[config.mk]
export PLATFORM = sky130hd
export DESIGN_NAME = bin_to_bcd_converter
export DESIGN_NICKNAME = d
export VERILOG_FILES = /design/src/rtl/multiplicador_pkg.sv /design/src/rtl/bcd_digit_adjust.sv /design/src/rtl/bin_to_bcd_converter.sv
export SDC_FILE = /design/constraint.sdc
export NUM_CORES = 1
export LEC_CHECK = 0
export CORE_AREA = 2 2 62 70
export CTS_CLUSTER_DIAMETER = 150
export CTS_CLUSTER_SIZE = 30
export DETAILED_ROUTE_END_ITERATION = 8
export DIE_AREA = 0 0 64 72
export GPL_TIMING_DRIVEN = 0
export PLACE_DENSITY_LB_ADDON = 0.12
export SETUP_SLACK_MARGIN = 0.15
export SYNTH_ARGS = -nofsm -noshare
export SYNTH_HDL_FRONTEND = slang
export SYNTH_SLANG_ARGS = --single-unit
[constraint.sdc]
create_clock -name clk -period 1.67 [get_ports clk]
set_input_delay 0.334 -clock clk [delete_from_list [all_inputs] [get_ports clk]]
set_output_delay 0.334 -clock clk [all_outputs]
set_load 0.02 [all_outputs]
[src/rtl/multiplicador_pkg.sv]
`default_nettype none
// ============================================================================
// Module   : multiplicador_pkg
// Purpose  : Shared constants and state type for the binary-to-BCD converter
//            sitting between the multiplier core and the display multiplexer.
// Contents : BCD_DIGITS  - number of BCD digits produced
//            BCD_W       - width of the packed BCD code
//            BLANK_DIGIT - digit code rendered as all segments off
//            conv_state_t- converter state encoding
// Revision : 1.0 - initial release
// ============================================================================
package multiplicador_pkg;

    localparam int         BCD_DIGITS  = 3;
    localparam int         BCD_W       = 4 * BCD_DIGITS;
    localparam logic [3:0] BLANK_DIGIT = 4'hF;

    typedef enum logic {
        IDLE  = 1'b0,
        SHIFT = 1'b1
    } conv_state_t;

endpackage : multiplicador_pkg
`default_nettype wire

[src/rtl/bcd_digit_adjust.sv]
`default_nettype none
// ============================================================================
// Module   : bcd_digit_adjust
// Purpose  : Combinational double-dabble correction cell: a BCD digit of
//            5 or more gets 3 added so the following left shift carries
//            correctly into the next decimal digit.
// Ports    : i_digit [3:0] - scratch digit before correction
//            o_digit [3:0] - corrected digit
// Revision : 1.0 - initial release
// ============================================================================
module bcd_digit_adjust (
    input  logic [3:0] i_digit,
    output logic [3:0] o_digit
);

    assign o_digit = (i_digit >= 4'd5) ? (i_digit + 4'd3) : i_digit;

endmodule : bcd_digit_adjust
`default_nettype wire

[src/rtl/bin_to_bcd_converter.sv]
`default_nettype none
// ============================================================================
// Module   : bin_to_bcd_converter
// Purpose  : Sequential double-dabble converter. Converts the signed product
//            from the multiplier core into a 3-digit BCD magnitude and a sign
//            bit, one shift/add-3 step per clock, and holds the result stable
//            for the display between conversions.
// Ports    : clk      - system clock
//            reset    - asynchronous active-low reset
//            start    - one-cycle request, product sampled on the same edge
//            product  - signed two's-complement input [IN_W-1:0]
//            busy     - conversion in progress (start ignored while high)
//            done     - one-cycle pulse when BCD_code/sign update
//            BCD_code - [11:8] hundreds, [7:4] tens, [3:0] units
//            sign     - 1 = negative result
// Options  : LEADING_ZERO_BLANK_EN - replace leading zero hundreds/tens with
//            BLANK_DIGIT when the result is published. Units never blanked.
// Revision : 1.0 - initial release
// ============================================================================
module bin_to_bcd_converter
    import multiplicador_pkg::*;
#(
    parameter int IN_W = 8
) (
    input  logic             clk,
    input  logic             reset,
    input  logic             start,
    input  logic [IN_W-1:0]  product,
    output logic             busy,
    output logic             done,
    output logic [BCD_W-1:0] BCD_code,
    output logic             sign
);

    localparam int CNT_W = $clog2(IN_W + 1);

    conv_state_t        r_state;
    conv_state_t        w_state_nxt;

    logic [IN_W-1:0]    r_mag;
    logic [BCD_W-1:0]   r_scratch;
    logic [CNT_W-1:0]   r_cnt;
    logic               r_sign_pend;
    logic               r_done;
    logic [BCD_W-1:0]   r_bcd_code;
    logic               r_sign;

    logic               w_accept;
    logic               w_last;
    logic [IN_W-1:0]    w_abs;
    logic [BCD_W-1:0]   w_adj;
    logic [BCD_W+IN_W-1:0] w_shift_all;
    logic [BCD_W-1:0]   w_bcd_final;

    assign w_accept = (r_state == IDLE) && start;
    assign w_last   = (r_state == SHIFT) && (r_cnt == CNT_W'(1));

    // Read as an unsigned IN_W-bit value, the negation of -2^(IN_W-1)
    // yields exactly 2^(IN_W-1), so the magnitude needs no extra bit here.
    assign w_abs = product[IN_W-1] ? (~product + IN_W'(1)) : product;

    // Per-digit add-3 correction applied before every shift.
    for (genvar g = 0; g < BCD_DIGITS; g++) begin : g_adj
        bcd_digit_adjust u_adj (
            .i_digit (r_scratch[4*g +: 4]),
            .o_digit (w_adj[4*g +: 4])
        );
    end

    // {scratch, mag} shifted as one register; the magnitude MSB enters
    // the units digit.
    assign w_shift_all = {w_adj, r_mag} << 1;

    always_comb begin
        w_bcd_final = w_shift_all[BCD_W+IN_W-1:IN_W];
`ifdef LEADING_ZERO_BLANK_EN
        if (w_bcd_final[11:8] == 4'd0) begin
            w_bcd_final[11:8] = BLANK_DIGIT;
            if (w_bcd_final[7:4] == 4'd0) begin
                w_bcd_final[7:4] = BLANK_DIGIT;
            end
        end
`endif
    end

    // ---------------- state register ----------------
    always_ff @(posedge clk or negedge reset) begin
        if (!reset) begin
            r_state <= IDLE;
        end else begin
            r_state <= w_state_nxt;
        end
    end

    // ---------------- next-state logic ----------------
    always_comb begin
        w_state_nxt = r_state;
        case (r_state)
            IDLE:    if (start)  w_state_nxt = SHIFT;
            SHIFT:   if (w_last) w_state_nxt = IDLE;
            default: w_state_nxt = IDLE;
        endcase
    end

    // ---------------- datapath ----------------
    always_ff @(posedge clk or negedge reset) begin
        if (!reset) begin
            r_mag       <= '0;
            r_scratch   <= '0;
            r_cnt       <= '0;
            r_sign_pend <= 1'b0;
            r_done      <= 1'b0;
            r_bcd_code  <= '0;
            r_sign      <= 1'b0;
        end else begin
            r_done <= 1'b0;
            if (w_accept) begin
                // Only a negative input can set the MSB, and such a value is
                // never zero, so zero always reports positive.
                r_sign_pend <= product[IN_W-1];
                r_mag       <= w_abs;
                r_scratch   <= '0;
                r_cnt       <= CNT_W'(IN_W);
            end else if (r_state == SHIFT) begin
                r_scratch <= w_shift_all[BCD_W+IN_W-1:IN_W];
                r_mag     <= w_shift_all[IN_W-1:0];
                r_cnt     <= r_cnt - CNT_W'(1);
                if (w_last) begin
                    r_bcd_code <= w_bcd_final;
                    r_sign     <= r_sign_pend;
                    r_done     <= 1'b1;
                end
            end
        end
    end

    assign busy     = (r_state == SHIFT);
    assign done     = r_done;
    assign BCD_code = r_bcd_code;
    assign sign     = r_sign;

endmodule : bin_to_bcd_converter
`default_nettype wire
==> results.py <==
metrics = {
    "power_and_ir_drop": {
        "power_density_nw_per_um2": 1900,
        "leakage_uw": 0.00122,
        "ir_drop_mv": 0.829,
    },
    "synth": {
        "synth_ff_type": "dfrtp_1",
        "syn_area_um2": 2020,
        "postSynthAreaPerCell_um2": 10.1,
        "netlist_instances": 200,
        "synth_cell_types": 29,
        "seq_area_frac_synth": 0.494,
        "syn_nets": 220,
        "async_reset_ff_frac": 1.00,
        "synth-seq-cells": 40,
        "synth_edf_count": 0,
        "yosysWarnings": 0,
    },
    "layout": {
        "final_design_area_no_fill_um2": 2490,
        "fin_nets": 254,
        "fill_cells": 299,
        "seq_area_um2": 1000,
        "post-route-util": 0.642,
        "layout_common_cells": "40 x dfrtp_1, 28 x nand2_1, 17 x dlygate4sd2_1",
        "n_antenna_cell": 0,
        "drive_gt1_frac": 0.171,
        "layout_commonest_cell": "dfrtp_1",
        "synthToLayoutAreaGrowth_pct": 22.8,
        "multiInputGateArea_um2": 1000,
    },
    "detailed_routing": {
        "vias": 1535,
        "first_pass_iters": 4,
        "routed_wl_mm": 4.25,
        "wl_per_cell_um": 14.9,
        "drc": 0,
        "postRouteAntennaNets": 0,
        "via_per_inst": 5.37,
        "drt_iter0_markers": 39,
    },
    "die": {
        "die_y_um": 72,
        "start_util": 0.523,
        "fp-row-count": 24,
        "ios": 26,
        "core-area_um2": 3870,
        "dieArea_um2": 4610,
        "die_w_um": 64,
    },
    "run": {
        "maxCapViolCount": 0,
    },
    "timing": {
        "layout_setup_ws_ns": 0.178,
        "tns_ns": 0,
        "worstMarginPinSlew_ns": 0.879,
        "slew_headroom": 0.414,
        "slew_violations": 0,
        "rsz0062_at_grt": "true",
        "skew_ns": 0.00595,
        "min_period_ns": 1.49,
        "period_share": 0.893,
        "fmax_mhz": 670,
        "setup_viol": 0,
        "hold_viol": 0,
        "whs_ns": 0.150,
    },
    "worst_setup_path": {
        "r2r-end": "BCD_code[2]",
        "r2r_slack_ns": 0.21,
        "required_ns": 1.84,
        "worst_ep_arrival_time_ns": 1.66,
        "reg2reg_depth": 6,
        "critPathCapture": "r_mag[5]",
        "startpoint_type": "input pin",
        "endpoint_kind": "flip-flop",
        "worstPathMaxFanout": 3,
        "critical_path_class": "input pin to flip-flop",
        "crit_path_start": "product[4]",
        "reg2reg_from": "r_scratch[1]",
    },
    "clock_network": {
        "cts_buffers": 5,
        "cts_buffer_depth": 2,
        "clk_latency_ns": 0.29,
        "clkSinkCount": 40,
        "h-tree-depth": 2,
        "cts-root-buf": "clkbuf_8",
        "ctsHoldBuffers": 0,
        "cts_tree": "done",
        "clk_pin_slew_ns": 0.07,
    },
    "grt": {
        "grt_pass1_vias": 1546,
        "grtUsageTotal": 0.195,
        "grt_max_degree": 41,
        "antenna_found_initial": 0,
        "grt_first_pass_wirelength_mm": 7.00,
        "grt-ovfl-total": 0,
    },
    "placement": {
        "dpl.hpwl_mm": 3.03,
        "dpl_cell_area_um2": 2320,
        "port-buffer-count": 24,
        "routabilityCongestion": 0.808,
        "pre_cts_ws_ns": -0.231,
    },
    "worst_hold_path": {
        "hp-class": "input pin to asynchronous set/reset pin",
    },
    "status": {
        "status": "completed",
    },
}
-- kinds of logic (layout without fill, tap and decap cells) --
| family | count (synthesis) | count (layout) | synth area share |
|---|---|---|---|
| adders and majority gates | 9 | 9 | 0.0556 |
| xor gates and xnor gates | 9 | 9 | 0.0389 |
| muxes | 17 | 17 | 0.0871 |
| AOI/OAI and AO/OA | 43 | 43 | 0.143 |
| DFF | 40 | 40 | 0.494 |
| and+or+nand+nor | 59 | 59 | 0.132 |
| buffers and inverters | 23 | 57 | 0.0482 |
-- metal layers --
metal / vias to the layer above / GRT usage / part of all wire / wire length [µm]
li1: 747 / - / - / -
met1: 749 / 0.222 / 0.40 / 1710
met2: 32 / 0.358 / 0.54 / 2310
met3: 7 / 0.0419 / 0.043 / 184
met4: 0 / 0.0749 / 0.012 / 50
met5: - / 0 / 0 / 0
-- worst max-delay path, stage by stage --
cell and delay, ns:
clkdlybuf4s50_1 0.44, or3_4 0.43, o31ai_4 0.19, xor2_1 0.18
o21ai_1 0.08
-- layout make-up --
type	count	share of cell area
multi-input cells	137	0.403
inverters	14	0.0211
clock buffers	6	0.0292
plain buffers	9	0.0196
clock inverters	1	0.00201
flip-flops and latches	40	0.403
well taps	52	0.0262
repair buffers	27	0.0961
-- through the flow --
step	cells	total power [µW]
2_1_floorplan	200	3240
3_3_place_gp	276	3860
3_5_place_dp	276	3990
4_1_cts	283	4520
5_1_grt	286	5090
6_report	286	4730
-- worst min path at each step --
stage                     depth (start not counted)  slack (ns)       endpoint
after global placement                            2        0.45           sign
after floorplan                                   0        0.04    BCD_code[0]
after detailed placement                          2        0.47    BCD_code[8]
final                                             1        0.15  r_scratch[11]
after global routing                              1        0.24  r_scratch[11]
after CTS                                         1        0.19  r_scratch[11]
-- sequential cells by signal, summed over array words and instances (netlist names) --
| register | count |
|---|---|
| BCD_code | 12 |
| busy | 1 |
| done | 1 |
| r_cnt | 4 |
| r_mag | 8 |
| r_scratch | 12 |
| r_sign_pend | 1 |
| sign | 1 |
-- power by group --
group	leakage [µW]	total [µW]	internal, µW	switching, µW
registers	0.000501	1730	1400	327
clock network	0.0000410	601	284	317
logic	0.000680	2400	1120	1280
-- Yosys cell counts, types with 4 or more instances --
cell type | count | area, µm²
o21ai_0 | 11 | 55.1
ha_1 | 9 | 113
nor3_1 | 4 | 20.0
a21o_1 | 4 | 30.0
buf_2 | 6 | 30.0
a21oi_1 | 8 | 40.0
nor2_1 | 14 | 52.6
nand2b_1 | 7 | 43.8
inv_1 | 14 | 52.6
nand2_1 | 28 | 105
mux2i_1 | 12 | 120
mux2_2 | 5 | 56.3
a22oi_1 | 4 | 30.0
xnor2_1 | 6 | 52.6
dfrtp_1 | 40 | 1000
nor3b_1 | 4 | 30.0
-- repair_timing --
| action | CTS | global route |
|---|---|---|
| pin swaps | 0 | 4 |
| resized for setup | 21 | 20 |
| endpoints found under the setup margin | 25 | 21 |
| setup buffers | 0 | 3 |
| cloned | 0 | 0 |
Note: power is estimated with default switching activity, not from simulation.
